==> src/rtl/mem_port_arbiter_pkg.sv <==
// Shared definitions for the instruction/data memory port arbiter.
// Owner tags identify which requester a read result belongs to.
package mem_port_arbiter_pkg;

    localparam int ADDR_W_DEF = 10;
    localparam int DATA_W_DEF = 16;

    typedef enum logic [1:0] {
        OWN_NONE = 2'd0,
        OWN_IF   = 2'd1,
        OWN_D    = 2'd2
    } own_t;

    // Saturating increment for the fetch starvation counter.
    function automatic logic [3:0] sat_inc(input logic [3:0] value, input logic [3:0] limit);
        return (value >= limit) ? limit : value + 4'd1;
    endfunction

endpackage

==> src/rtl/mem_port_arbiter_rd_tag_pipe.sv <==
// Delay line carrying the owner tag of each memory access alongside the BRAM read latency.
// Cleared to OWN_NONE on reset, so reads in flight at reset never return.
module rd_tag_pipe
    import mem_port_arbiter_pkg::*;
#(
    parameter int DEPTH = 1
) (
    input  logic       clk,
    input  logic       reset,
    input  logic [1:0] tag_in,
    output logic [1:0] tag_out
);

    own_t stage [DEPTH];

    always_ff @(posedge clk) begin
        if (reset) begin
            for (int i = 0; i < DEPTH; i++) begin
                stage[i] <= OWN_NONE;
            end
        end else begin
            stage[0] <= own_t'(tag_in);
            for (int i = 1; i < DEPTH; i++) begin
                stage[i] <= stage[i-1];
            end
        end
    end

    assign tag_out = stage[DEPTH-1];

endmodule

==> src/rtl/mem_port_arbiter.sv <==
// Shares a single-port BRAM between instruction fetch and data access, one access per cycle.
// Data wins by default; a saturating starvation counter forces a fetch grant after MAX_STARVE denials.
module mem_port_arbiter
    import mem_port_arbiter_pkg::*;
#(
    parameter int ADDR_W     = ADDR_W_DEF,
    parameter int DATA_W     = DATA_W_DEF,
    parameter int RD_LAT     = 1,
    parameter int MAX_STARVE = 4
) (
    input  logic              clk,
    input  logic              reset,
    input  logic              if_req,
    input  logic [ADDR_W-1:0] if_addr,
    output logic              if_gnt,
    output logic              if_valid,
    output logic [DATA_W-1:0] if_rdata,
    input  logic              d_req,
    input  logic              d_we,
    input  logic [ADDR_W-1:0] d_addr,
    input  logic [DATA_W-1:0] d_wdata,
    output logic              d_gnt,
    output logic              d_valid,
    output logic [DATA_W-1:0] d_rdata,
    output logic [ADDR_W-1:0] mem_addr,
    output logic [DATA_W-1:0] mem_din,
    output logic              mem_wea,
    input  logic [DATA_W-1:0] mem_douta
);

    localparam logic [3:0] STARVE_LIM = 4'(MAX_STARVE);

    logic [3:0] starve_cnt;
    logic [1:0] tag_in;
    logic [1:0] tag_out;

    always_comb begin
        if_gnt   = 1'b0;
        d_gnt    = 1'b0;
        mem_addr = '0;
        mem_din  = '0;
        mem_wea  = 1'b0;
        tag_in   = OWN_NONE;
        if (!reset) begin
            if (if_req && starve_cnt == STARVE_LIM) begin
                if_gnt = 1'b1;
            end else if (d_req) begin
                d_gnt = 1'b1;
            end else if (if_req) begin
                if_gnt = 1'b1;
            end
        end
        if (if_gnt) begin
            mem_addr = if_addr;
            tag_in   = OWN_IF;
        end else if (d_gnt) begin
            mem_addr = d_addr;
            mem_din  = d_wdata;
            mem_wea  = d_we;
            // Stores complete on their grant and never return data.
            tag_in   = d_we ? OWN_NONE : OWN_D;
        end
    end

    always_ff @(posedge clk) begin
        if (reset || if_gnt) begin
            starve_cnt <= 4'd0;
        end else if (if_req && d_gnt) begin
            starve_cnt <= sat_inc(starve_cnt, STARVE_LIM);
        end
    end

    rd_tag_pipe #(
        .DEPTH (RD_LAT)
    ) u_rd_tag_pipe (
        .clk     (clk),
        .reset   (reset),
        .tag_in  (tag_in),
        .tag_out (tag_out)
    );

    // Tag reaching the end of the pipe is qualified by reset so a result arriving during reset is dropped.
    assign if_valid = !reset && (tag_out == OWN_IF);
    assign d_valid  = !reset && (tag_out == OWN_D);
    assign if_rdata = if_valid ? mem_douta : '0;
    assign d_rdata  = d_valid  ? mem_douta : '0;

endmodule

==> config.mk <==
export PLATFORM = sky130hd
export DESIGN_NAME = mem_port_arbiter
export DESIGN_NICKNAME = d
export VERILOG_FILES = /design/src/rtl/mem_port_arbiter_pkg.sv /design/src/rtl/mem_port_arbiter_rd_tag_pipe.sv /design/src/rtl/mem_port_arbiter.sv
export SDC_FILE = /design/constraint.sdc
export NUM_CORES = 1
export LEC_CHECK = 0
export BUFFER_PORTS_ARGS = -buffer_cell sky130_fd_sc_hd__buf_2
export CAP_MARGIN = 20
export CORE_UTILIZATION = 30
export CTS_BUF_LIST = sky130_fd_sc_hd__clkbuf_8
export CTS_CLUSTER_SIZE = 20
export DETAILED_ROUTE_END_ITERATION = 8
export GPL_ROUTABILITY_DRIVEN = 1
export HOLD_SLACK_MARGIN = 0.05
export MAX_ROUTING_LAYER = met4
export PLACE_DENSITY_LB_ADDON = 0.15
export SYNTH_ARGS = -nofsm -noshare
export SYNTH_HDL_FRONTEND = slang
export SYNTH_SLANG_ARGS = --single-unit
==> constraint.sdc <==
create_clock -name clk -period 2.9 [get_ports clk]
set_clock_uncertainty 0.15 [all_clocks]
set_input_delay 0.58 -clock clk [delete_from_list [all_inputs] [get_ports clk]]
set_output_delay 0.58 -clock clk [all_outputs]
set_load 0.01 [all_outputs]
==> results of run 1 <==
==> power by group <==
part / internal [µW] / switching, µW / leakage, µW
Clock: 89.3 / 38.1 / 0.0000216
Combinational: 64.1 / 52.4 / 0.000822
Sequential: 85.3 / 1.29 / 0.0000488
Total: 239 / 91.8 / 0.000892
==> stage by stage <==
step	cells	power [µW]	hold slack (ps)	instance area, µm²
2_1_floorplan	95	143.0	309.2	730.7
3_3_place_gp	239	203.7	333.0	1334
3_5_place_dp	239	205.8	336.3	1334
4_1_cts	242	335.0	341.4	1375
5_1_grt	242	351.0	358.3	1375
6_report	242	330.6	343.5	1375
==> critical path: stages, from the launching register on <==
cell	delay, ps
dfxtp_1	350
inv_1	70
ha_1	200
nand4b_2	120
and3b_1	660
a22o_1	230
buf_2	130
==> final timing paths <==
check           startpoint                         to  slack, ps
max reg2reg  starve_cnt[0]  u_rd_tag_pipe.stage[0][1]       1070
max          starve_cnt[0]                mem_addr[5]        170
min          starve_cnt[0]              starve_cnt[0]        340
min reg2reg  starve_cnt[0]              starve_cnt[0]        340
==> layer usage <==
layer / global-route usage [%] / vias up / wire (µm)
met2: 34.21 / 71 / 1257
met4: 9.459 / 0 / 43
li1: - / 550 / -
met1: 16.37 / 429 / 871
met5: - / - / 0
met3: 3.869 / 5 / 240
==> cell families after synthesis <==
| group | Yosys count | share of synthesized area (%) |
|---|---|---|
| AND/OR/NAND/NOR | 63 | 54.97 |
| AO/OA/AOI/OAI | 15 | 16.27 |
| buffers and inverters | 9 | 8.902 |
| flip-flops | 6 | 16.44 |
| adder cells (fa/ha/maj) | 2 | 3.424 |
==> cells in the final DEF, fill, tap and decap left out, drive strengths merged <==
cell | netlist | final
nor3 | 1 | 1
and3b | 1 | 1
a21oi | 3 | 3
nor3b | 3 | 3
nor2 | 2 | 2
nand2 | 2 | 2
ha | 2 | 2
a22o | 10 | 10
inv | 2 | 2
dfxtp | 6 | 6
nand2b | 2 | 2
a2bb2oi | 1 | 1
buf | 6 | 123
nor2b | 1 | 1
nand4b | 1 | 1
nor4bb | 1 | 1
clkbuf | 1 | 3
o21a | 1 | 1
and2 | 49 | 49
==> final cells by class <==
class / count / area (µm²)
sequential: 6 / 120.1
inverter: 2 / 7.507
timing repair buffer: 123 / 625.6
multi-input combinational: 80 / 545.5
clock buffer: 3 / 41.29
fill: 213 / 879.6
tap: 28 / 35.03
==> registers in the layout, indices dropped and copies added, names as in the netlist <==
signal	cells
starve_cnt	4
u_rd_tag_pipe.stage	2
==> reports/results.ini, run 1 <==
[placement]
finalWeightedCongestion = 0.7261
io_buffers = 119
hpwl_um = 2077
place_ws_ps = 285.5

[grt]
grt_max_degree = 30
grt_pass1_vias = 893
antenna_found_initial = 0
grt_overflow = 0
grt_usage_pct = 17.89
grt_pass1_wl_um = 3491

[final_layout]
syn2layout_area_growth_pct = 88.19
utilization_pct = 60.99
nets = 275
drive_gt1_share_pct = 59.35
diodes = 0

[drt]
wl_per_cell_um = 9.971
drtIter0Drc = 4
route.detailed.drc = 0
wirelength_um = 2413
dr_total_vias = 1055
via_per_inst = 4.360
ant_nets = 0
firstDrtPassIters = 4

[synthesis]
netlist_area_um2 = 730.7
synth_nets = 154
synth_top_cell_area_share_pct = 41.95
synth_most_common_cell = and2_1
synth_edf_count = 0
yosysSeqAreaShare_pct = 16.44
synth-seq-cells = 6
syn_area_per_cell_um2 = 7.692
synth_largest_area_cell = and2_1
yosys-top-cells-count = and2_1, a22o_1, dfxtp_1
synthFlopType = dfxtp_1
async_flop_share_pct = 0
ys_types = 21
synthCells = 95
yosys_warnings = 0
ys_top_cells_by_area = and2_1, dfxtp_1, a22o_1

[floorplanning]
die_area_um2 = 2637
die_y_um = 51.35
start_util_pct = 32.41
floorplan.io_pins = 120
placementRows = 17
core_region_area_um2 = 2255
fp.dieW_um = 51.35

[sta]
worst_slew_pin_slew_ps = 742.5
max_freq_mhz = 366.0
min_period_ps = 2732
finalMaxSlewViolations = 0
timing.slew.headroom_pct = 50.50
hold_violations = 0
fin_crit_sh_pct = 94.22
finalWorstSetupSlack_ps = 167.7
rsz0062_at_grt = no
setup-violations-final = 0
tns_ps = 0

[power_and_ir_drop]
p_per_area_nw_per_um2 = 240.4
leakage_uw = 0.0008923
vdd_drop_max_mv = 0.1556

[critical_path]
arrival_ps = 2000
ff2ff_path_depth = 5
cp.required_ps = 2170
crit_path_start_kind = flip-flop
crit_path_max_fanout = 29
critPathKind = reg2out
critPathCaptureType = output pin

[clock_tree]
clock_sinks = 6
hold_buffers = 0
h-tree-depth = 1
cts_resized = 0
root_buffer = clkbuf_8
cts_setup_buffers = 0
clk_latency_ps = 230
clock_path_buffers = 2
cts_inserted_buffers = 3
cts_tree = yes
cts.clk_slew.worst_paths_ps = 40

[worst_hold_path]
min_path_type = reg2reg
holdPathStages = 2

[run]
cap_violations = 0

[status]
status = finished, final reports clean

Note: power is estimated with default switching activity, not from simulation.
==> run 2, diff against run 1 <==
--- a/config.mk
+++ b/config.mk
@@ -5,6 +5,7 @@
 export SDC_FILE = /design/constraint.sdc
 export NUM_CORES = 1
 export LEC_CHECK = 0
+export ABC_AREA = 1
 export BUFFER_PORTS_ARGS = -buffer_cell sky130_fd_sc_hd__buf_2
 export CAP_MARGIN = 20
 export CORE_UTILIZATION = 30
==> run 2 against run 1 <==
The flow now finishes with violations (DRC). Synthesized cell count up 80%. First-iteration DRC count grew to 16 times the previous value. Sequential share of layout area shrank 0.91 points. Critical path depth grew 4. Flip-flop and latch count did not move. Fmax up 10%. Non-clock buffer count shrank 4. Sequential power about the same. Register-to-register slack better by 350 ps. Largest power group is now combinational cells. Highest routed layer unchanged.
==> reports/results.ini, run 2 <==
[drt]
drtIter0Drc = 64  ; +60
route.detailed.drc = 16  ; +16
via_per_inst = 4.100  ; -5.9%
ant_nets = 0  ; unchanged
firstDrtPassIters = 8  ; +4
dr_total_vias = 1308  ; +24%
wirelength_um = 2700  ; +12%
wl_per_cell_um = 8.464  ; -15%

[floorplanning]
placementRows = 19  ; +2
fp.dieW_um = 56.95  ; +11%
core_region_area_um2 = 2805  ; +24%
start_util_pct = 32.29  ; -0.12 points
die_area_um2 = 3243  ; +23%
die_y_um = 56.95  ; +11%
floorplan.io_pins = 120  ; unchanged

[sta]
fin_crit_sh_pct = 85.28  ; -8.9 points
tns_ps = 0  ; unchanged
timing.slew.headroom_pct = 77.97  ; +27 points
max_freq_mhz = 404.4  ; +10%
setup-violations-final = 0  ; unchanged
hold_violations = 0  ; unchanged
worst_slew_pin_slew_ps = 329.2  ; -413.3 ps
finalMaxSlewViolations = 0  ; unchanged
min_period_ps = 2473  ; -259.3 ps
rsz0062_at_grt = no

[clock_tree]
h-tree-depth = 1  ; unchanged
clk_latency_ps = 220  ; about the same
cts_tree = yes
cts_inserted_buffers = 3  ; unchanged
cts.clk_slew.worst_paths_ps = 40  ; about the same
clock_sinks = 6  ; unchanged
cts_resized = 0  ; unchanged
clock_path_buffers = 2  ; unchanged
root_buffer = clkbuf_8
hold_buffers = 0  ; unchanged
cts_setup_buffers = 0  ; unchanged

[run]
cap_violations = 0  ; unchanged

[placement]
finalWeightedCongestion = 0.8510  ; +17%
dp.cells = 316  ; +32%
io_buffers = 119  ; unchanged
hpwl_um = 2236  ; +7.7%

[synthesis]
synth_xor_area_share_pct = 0  ; unchanged
netlist_area_um2 = 905.9  ; +24%
synthSimpleGateAreaFrac_pct = 45.17  ; -9.8 points
synthCells = 171  ; +80%
synth_top_cell_area_share_pct = 24.03  ; -18 points
syn_area_per_cell_um2 = 5.297  ; -31%
synth_top_family_by_area = simple AND/OR/NAND/NOR gates
yosysSeqAreaShare_pct = 13.26  ; -3.2 points
yosys-top-cells-count = nor2_1, inv_1, nand2_2
yosys_warnings = 0  ; unchanged
synth_compound_area_share_pct = 9.254  ; -7.0 points
async_flop_share_pct = 0  ; unchanged
ys_top_cells_by_area = nor2_1, inv_1, dfxtp_1
synth_fa_ha_area_share_pct = 2.762  ; -0.66 points
synthFlopType = dfxtp_1
synth-seq-cells = 6  ; unchanged
synth_largest_area_cell = nor2_1
ys_types = 21  ; unchanged
synth.area.mux_share_pct = 0  ; unchanged
synth_edf_count = 0  ; unchanged
synth_nets = 230  ; +49%
synth_most_common_cell = nor2_1

[final_layout]
largest_reg_flops = 4  ; unchanged
instances_no_fill = 319  ; +32%
layout_common_cells = buf_2, nor2_1, inv_1
largest_register = starve_cnt
diodes = 0  ; unchanged
utilization_pct = 54.73  ; -6.3 points
layout_commonest_cell = buf_2
drive_gt1_share_pct = 52.43  ; -6.9 points
reg_top3 = starve_cnt: 4 flops, u_rd_tag_pipe.stage: 2 flops
nets = 349  ; +27%
syn2layout_area_growth_pct = 69.47

[critical_path]
arrival_ps = 1740  ; -260 ps
critPathCaptureType = output pin
crit_path_start_kind = flip-flop
critPathKind = reg2out
crit_path_max_fanout = 19  ; -34%
cp.required_ps = 2170  ; about the same

[grt]
grt_pass1_wl_um = 4278  ; +23%
grt_max_degree = 20  ; -33%
antenna_found_initial = 0  ; unchanged
grt_usage_pct = 16.84  ; -1.1 points
grt_overflow = 0  ; unchanged
grt_pass1_vias = 1050  ; +18%

[worst_hold_path]
min_path_type = in2reg

[power_and_ir_drop]
p_per_area_nw_per_um2 = 228.3  ; -5.0%
leakage_uw = 0.001186  ; +33%
p_total_uw = 350.6  ; +6.0%
vdd_drop_max_mv = 0.1177  ; -24%

[status]
violations = DRC
status = finished with violations

-- run 2: cell types whose count changed after synthesis, moves of 3 or more --
cell	previous run	this run
nand2_1	2	9
inv_2	0	3
nor2_1	2	58
and2_1	49	0
a22o_1	10	0
inv_1	2	56
nor3b_1	3	0
a21oi_1	3	0
o21ai_2	0	9
nand2_2	0	11
-- run 2: power by group --
part           internal [µW]  switching (µW)  leakage [µW]
sequential              85.2            1.22     0.0000488
combinational           62.9            75.3       0.00112
clock                   89.2            36.7     0.0000216
total                    237             113       0.00119
-- run 2: path summary, 6_finish.rpt --
path              slack, ps           from  cells past startpoint                         to
setup reg to reg       1420  starve_cnt[0]                      8  u_rd_tag_pipe.stage[0][0]
setup / recovery        430  starve_cnt[0]                     10                mem_addr[9]
hold reg to reg         410  starve_cnt[3]                      2              starve_cnt[3]
hold / removal          380           d_we                      2  u_rd_tag_pipe.stage[0][1]
-- run 2: logic make-up after synthesis --
group           after synthesis
compound gates               10
fa+ha+maj                     2
buf+inv                      64
flops                         6
simple gates                 89
-- run 2: layout make-up --
| type | count | area, µm² |
|---|---|---|
| fillers | 284 | 1270 |
| clock buffers | 3 | 41.29 |
| repair buffers | 119 | 595.6 |
| well taps | 31 | 38.79 |
| flip-flops and latches | 6 | 120.1 |
| multi-input cells | 101 | 518.0 |
| inverters | 59 | 221.5 |
-- run 2: stage by stage --
step | worst slack [ps] | hold WS, ps | area (µm²)
final | 427.0 | 377.4 | 1535
after global routing | 234.3 | 395.1 | 1535
after CTS | 383.1 | 372.2 | 1535
after detailed placement | 540.2 | 396.6 | 1494
after global placement | 593.2 | 397.2 | 1494
after floorplan | 889.1 | 348.6 | 905.9
-- run 2: critical path: stages (launching register included) --
cell     delay [ps]
dfxtp_1         340
inv_1            60
ha_1            210
nand2_1          70
inv_1            60
nand2_4          90
nand2_4         130
inv_2           240
nand2_1          90
o21ai_0          80
buf_2           150
-- run 2: layer usage --
| layer | GRT usage, % | routed length, µm | vias to the layer above |
|---|---|---|---|
| met5 | - | 0 | - |
| met4 | 5.226 | 27 | 0 |
| met3 | 3.175 | 306 | 4 |
| met2 | 32.61 | 1349 | 80 |
| met1 | 16.81 | 1016 | 521 |
| li1 | - | - | 703 |
